==> src/rtl/cache_1_controller.sv <==
// Direct-mapped L1 cache controller, write-through, no write-allocate.
// Owns the tag/valid store and drives the external data array and memory.
module cache_1_controller #(
  parameter int AWIDTH = 3,
  parameter int DWIDTH = 32,
  parameter int TWIDTH = 5,
  parameter int CWIDTH = 16
) (
  input  logic                     clock,
  input  logic                     reset,
  input  logic                     cpu_req,
  input  logic                     cpu_we,
  input  logic [TWIDTH+AWIDTH-1:0] cpu_addr,
  input  logic [DWIDTH-1:0]        cpu_wdata,
  output logic                     cpu_ready,
  output logic                     cpu_done,
  output logic [DWIDTH-1:0]        cpu_rdata,
  output logic                     mem_req,
  output logic                     mem_we,
  output logic [TWIDTH+AWIDTH-1:0] mem_addr,
  output logic [DWIDTH-1:0]        mem_wdata,
  input  logic                     mem_ack,
  input  logic [DWIDTH-1:0]        mem_rdata,
  output logic [AWIDTH-1:0]        arr_addr,
  output logic [DWIDTH-1:0]        arr_data_in,
  output logic                     arr_write_enable,
  input  logic [DWIDTH-1:0]        arr_data_out,
  output logic [CWIDTH-1:0]        hit_count,
  output logic [CWIDTH-1:0]        miss_count
);

  localparam int LINES = 1 << AWIDTH;
  localparam int XW    = TWIDTH + AWIDTH;

  typedef enum logic [2:0] {
    IDLE,
    LOOKUP,
    READ,
    MEM,
    UPDATE
  } state_t;

  state_t              state;
  logic [TWIDTH-1:0]   tag_mem [LINES];
  logic [LINES-1:0]    valid;
  logic [XW-1:0]       addr_q;
  logic                we_q;
  logic [DWIDTH-1:0]   wdata_q;
  logic [DWIDTH-1:0]   fill_q;
  logic                hit_q;

  logic [AWIDTH-1:0]   idx;
  logic [TWIDTH-1:0]   tag_q;
  logic                hit;

  assign idx   = addr_q[AWIDTH-1:0];
  assign tag_q = addr_q[XW-1:AWIDTH];
  assign hit   = valid[idx] && (tag_mem[idx] == tag_q);

  assign cpu_ready   = (state == IDLE);
  assign mem_addr    = addr_q;
  assign mem_wdata   = wdata_q;
  assign arr_addr    = idx;
  assign arr_data_in = we_q ? wdata_q : fill_q;

  // Request sequencing, tag/valid store and statistics counters.
  always_ff @(posedge clock or posedge reset) begin
    if (reset) begin
      state            <= IDLE;
      valid            <= '0;
      for (int i = 0; i < LINES; i++)
        tag_mem[i]     <= '0;
      addr_q           <= '0;
      we_q             <= 1'b0;
      wdata_q          <= '0;
      fill_q           <= '0;
      hit_q            <= 1'b0;
      cpu_done         <= 1'b0;
      cpu_rdata        <= '0;
      mem_req          <= 1'b0;
      mem_we           <= 1'b0;
      arr_write_enable <= 1'b0;
      hit_count        <= '0;
      miss_count       <= '0;
    end else begin
      cpu_done <= 1'b0;
      unique case (state)
        IDLE: begin
          if (cpu_req) begin
            addr_q  <= cpu_addr;
            we_q    <= cpu_we;
            wdata_q <= cpu_wdata;
            state   <= LOOKUP;
          end
        end
        LOOKUP: begin
          hit_q <= hit;
          if (hit) begin
            if (hit_count != '1)
              hit_count <= hit_count + CWIDTH'(1);
          end else begin
            if (miss_count != '1)
              miss_count <= miss_count + CWIDTH'(1);
          end
          if (hit && !we_q) begin
            state <= READ;
          end else begin
            mem_req <= 1'b1;
            mem_we  <= we_q;
            state   <= MEM;
          end
        end
        READ: begin
          cpu_rdata <= arr_data_out;
          cpu_done  <= 1'b1;
          state     <= IDLE;
        end
        MEM: begin
          if (mem_ack) begin
            mem_req <= 1'b0;
            mem_we  <= 1'b0;
            if (!we_q || hit_q) begin
              if (!we_q)
                fill_q <= mem_rdata;
              arr_write_enable <= 1'b1;
              state            <= UPDATE;
            end else begin
              cpu_done <= 1'b1;
              state    <= IDLE;
            end
          end
        end
        UPDATE: begin
          arr_write_enable <= 1'b0;
          if (!we_q) begin
            tag_mem[idx] <= tag_q;
            valid[idx]   <= 1'b1;
            cpu_rdata    <= fill_q;
          end
          cpu_done <= 1'b1;
          state    <= IDLE;
        end
        default: state <= IDLE;
      endcase
    end
  end

endmodule

==> config.mk <==
export PLATFORM = sky130hd
export DESIGN_NAME = cache_1_controller
export DESIGN_NICKNAME = d
export VERILOG_FILES = /design/src/rtl/cache_1_controller.sv
export SDC_FILE = /design/constraint.sdc
export NUM_CORES = 1
export LEC_CHECK = 0
export ABC_AREA = 1
export CORE_MARGIN = 10
export CORE_UTILIZATION = 48
export CTS_BUF_LIST = sky130_fd_sc_hd__clkbuf_8
export DETAILED_ROUTE_END_ITERATION = 16
export GPL_ROUTABILITY_DRIVEN = 0
export HOLD_SLACK_MARGIN = 0.15
export MAX_ROUTING_LAYER = met4
export PLACE_DENSITY = 0.8
export SLEW_MARGIN = 20
export SYNTH_ARGS = -nofsm -noshare
export SYNTH_HDL_FRONTEND = slang
export SYNTH_SLANG_ARGS = --single-unit
==> constraint.sdc <==
create_clock -name clock -period 7.15 [get_ports clock]
set_clock_uncertainty 0.05 [all_clocks]
set_input_delay 1.0725 -clock clock [delete_from_list [all_inputs] [get_ports clock]]
set_output_delay 1.0725 -clock clock [all_outputs]
set_load 0.02 [all_outputs]
==> impl_metrics.py <==
metrics = {
    "outcome": {
        "run_status": "completed",
    },
    "floorplan": {
        "die_footprint_um2": 24800,
        "die_height_um": 157,
        "initial_core_util_pct": 48.7,
        "core-area_um2": 18600,
        "num_io_pins": 253,
        "fp.dieW_um": 157,
        "row_count": 50,
    },
    "setup_path": {
        "start_kind": "flip-flop",
        "timing.setup.critical_path_class": "flip-flop to primary output",
        "crit_path_top_delay_cell": "sky130_fd_sc_hd__dfrtp_2",
        "cp.arrival_ps": 2530,
        "crit_path_cell_trace": "nand2_1 > o21ai_0 > clkdlybuf4s50_1",
        "path_delay_family": "flip-flops",
        "path_buf_inv": 1,
        "critPathMaxStageDelay_ps": 1030,
        "nature_of_the_critical_path_endpoint": "primary output",
        "critPathMaxFanout": 66,
        "critPathRequiredTime_ps": 6030,
    },
    "synthesis": {
        "synth-warning-count": 0,
        "post_synth_instance_area_um2": 9070,
        "netlist_top_cells_area": "sky130_fd_sc_hd__dfrtp_1 (53%), sky130_fd_sc_hd__nand2_1 (13%), sky130_fd_sc_hd__inv_1 (5.0%), sky130_fd_sc_hd__nor2_1 (4.3%), sky130_fd_sc_hd__o21ai_0 (4.2%)",
        "synth_flop_cell": "sky130_fd_sc_hd__dfrtp_1",
        "synth.distinct_cells": 32,
        "post_synth_most_frequent_cells": "sky130_fd_sc_hd__nand2_1 (306), sky130_fd_sc_hd__dfrtp_1 (193), sky130_fd_sc_hd__inv_1 (122)",
        "syn_nets": 1207,
        "synth_top_area_share_pct": 53.2,
        "synth_edf_count": 0,
        "seq_area_frac_synth_pct": 53.2,
        "synthCells": 1096,
        "largest_area_contributor_in_the_synthesized_netlist": "sky130_fd_sc_hd__dfrtp_1",
        "synth.most_common_cell": "sky130_fd_sc_hd__nand2_1",
        "post_syn_area_per_cell_um2": 8.28,
        "synth-async-reset-ratio_pct": 100,
        "synth-seq-cells": 193,
    },
    "final_layout": {
        "postLayoutCellArea_um2": 12100,
        "final_layout_size_suffix_gt1_share_pct": 6.45,
        "flow.area_growth_from_synthesis_pct": 33.4,
        "post_layout_nonfiller_instances": 1567,
        "num-nets-final": 1431,
        "post-route-util_pct": 64.9,
        "multi_input_comb_area_um2": 3530,
        "final.fill_count": 1539,
        "number_of_diodes_added_for_antenna_fixing": 0,
        "sequential_cell_area_um2": 4830,
    },
    "timing": {
        "rsz_0062_raised_after_global_routing": "no",
        "timing.final.max_slew_violations": 0,
        "fin_crit_sh_pct": 51.0,
        "finalSetupViolations": 0,
        "setup_ws_ps": 3500,
        "final-hold-violation-count": 0,
        "max_slew.worst_pin.slew_ps": 1090,
        "layout_min_cycle_time_ps": 3650,
        "timing.hold.ws_ps": 421,
        "relSlewSlack_pct": 27.6,
        "fin_tns_setup_ps": 0,
        "max_freq_mhz": 274,
    },
    "route": {
        "drt_drc_violations_left": 0,
        "ant_nets": 0,
        "vias": 7979,
        "avgViaCountPerCell": 5.09,
        "drt_iter0_drc": 633,
        "detail_route.wl_per_cell_um": 17.0,
        "drt_pass1_iterations": 5,
        "routed_wirelength_um": 26600,
    },
    "global_route": {
        "grt_pass1_wl_um": 41900,
        "first_global_vias": 7980,
        "antenna_found_initial": 0,
        "track_usage_pct": 22.0,
        "overflow": 0,
        "grt_start_max_net_pins": 126,
    },
    "pwr": {
        "p_leak_nw": 5.54,
        "power_per_cell_area_nw_per_um2": 414,
        "power.ir.vdd_worst_mv": 0.290,
        "power_total_mw": 5.00,
    },
    "clock_network": {
        "clk-insertion-delay-late_ps": 470,
        "clk_pin_slew_ps": 100,
        "htree_num_levels": 4,
        "cts_buffers": 17,
        "cts.sink_count": 193,
        "cts_setup_buffers": 0,
        "cts_tree": "yes",
        "cts_resized": 0,
        "clock-root-buffer": "sky130_fd_sc_hd__clkbuf_8",
        "clock_tree.buffer_depth": 2,
        "cts-hold-fix-buffers": 0,
    },
    "placed_design": {
        "place_ws_ps": 3470,
        "dp_hpwl_um": 19600,
        "io_buffers": 252,
        "placedCellCount": 1534,
        "dpl-instance-area_um2": 11700,
    },
    "flow_run": {
        "maxCapViolations": 0,
    },
    "hold_path": {
        "min_path_type": "flip-flop to flip-flop",
    },
}
-- flip-flops by register name, summed over array words and instances, names as in the netlist --
register	flops
mem_wdata	32
mem_req	1
we_q	1
arr_write_enable	1
hit_count	16
tag_mem	40
cpu_rdata	32
fill_q	32
mem_addr	8
cpu_done	1
hit_q	1
mem_we	1
valid	8
state	3
miss_count	16
-- metal layers --
metal | vias to the layer above | part of all wire [%] | GRT usage (%)
met1 | 3729 | 40 | 24.9
li1 | 3938 | - | -
met5 | - | 0 | -
met3 | 30 | 10 | 9.50
met4 | 0 | 1.9 | 6.06
met2 | 282 | 48 | 35.1
-- power by group --
group          internal (mW)  total, mW  switching (mW)
Clock                  0.286      0.705           0.418
Sequential              1.47       1.80           0.329
Combinational           1.08       2.50            1.42
Total                   2.84       5.00            2.16
-- layout by cell type, fill, tap and decap left out, drive strengths merged --
cell type	synthesis	final
buf	15	5
dfrtp	193	193
nand3	53	53
a31oi	32	32
a21oi	43	43
nor4	4	4
nand4	8	8
clkinvlp	0	3
xor2	14	14
nand2	308	308
clkdlybuf4s50	0	252
o311ai	1	1
o21a	1	1
mux2	32	32
nor2	110	110
bufinv	0	1
nor3	9	9
clkinv	1	4
inv	127	135
o211ai	3	3
xnor2	12	12
o21ai	91	91
clkbuf	37	17
ha	2	2
-- worst paths after layout --
kind / slack [ps] / start / endpoint / cells after the start
max: 3500 / we_q$_DFFE_PP0P_ / arr_data_in[16] / 3
max reg2reg: 3800 / mem_addr[0]$_DFFE_PP0P_ / hit_count[13]$_DFFE_PP0P_ / 12
max in group asynchronous: 4440 / reset / we_q$_DFFE_PP0P_ / 3
min: 420 / valid[4]$_DFFE_PP0P_ / valid[4]$_DFFE_PP0P_ / 2
min reg2reg: 420 / valid[4]$_DFFE_PP0P_ / valid[4]$_DFFE_PP0P_ / 2
min in group asynchronous: 1130 / reset / miss_count[15]$_DFFE_PP0P_ / 2
-- kinds of logic (layout without fill, tap and decap cells) --
kind of cell / Yosys count / count (layout) / share of synthesized area, %
AO/OA/AOI/OAI: 171 / 171 / 10.0
AND/OR/NAND/NOR: 492 / 492 / 22.0
multiplexers: 32 / 32 / 3.97
buffers and inverters: 180 / 417 / 7.99
adder cells (fa/ha/maj): 2 / 2 / 0.276
XOR/XNOR: 26 / 26 / 2.51
flip-flops: 193 / 193 / 53.2
-- layout make-up --
| class | instances | area share (%) |
|---|---|---|
| Tap cell | 234 | 2.42 |
| Clock buffer | 17 | 1.93 |
| Sequential cell | 193 | 39.9 |
| Clock inverter | 15 | 1.23 |
| Timing Repair Buffer | 257 | 21.2 |
| Multi-Input combinational cell | 723 | 29.2 |
| Inverter | 128 | 4.06 |
-- worst min-delay path: stages, from the launching register on --
cell	delay, ps
sky130_fd_sc_hd__dfrtp_1	330
sky130_fd_sc_hd__inv_1	50
sky130_fd_sc_hd__nand2_1	60
Power figures use the tool's default switching activity.
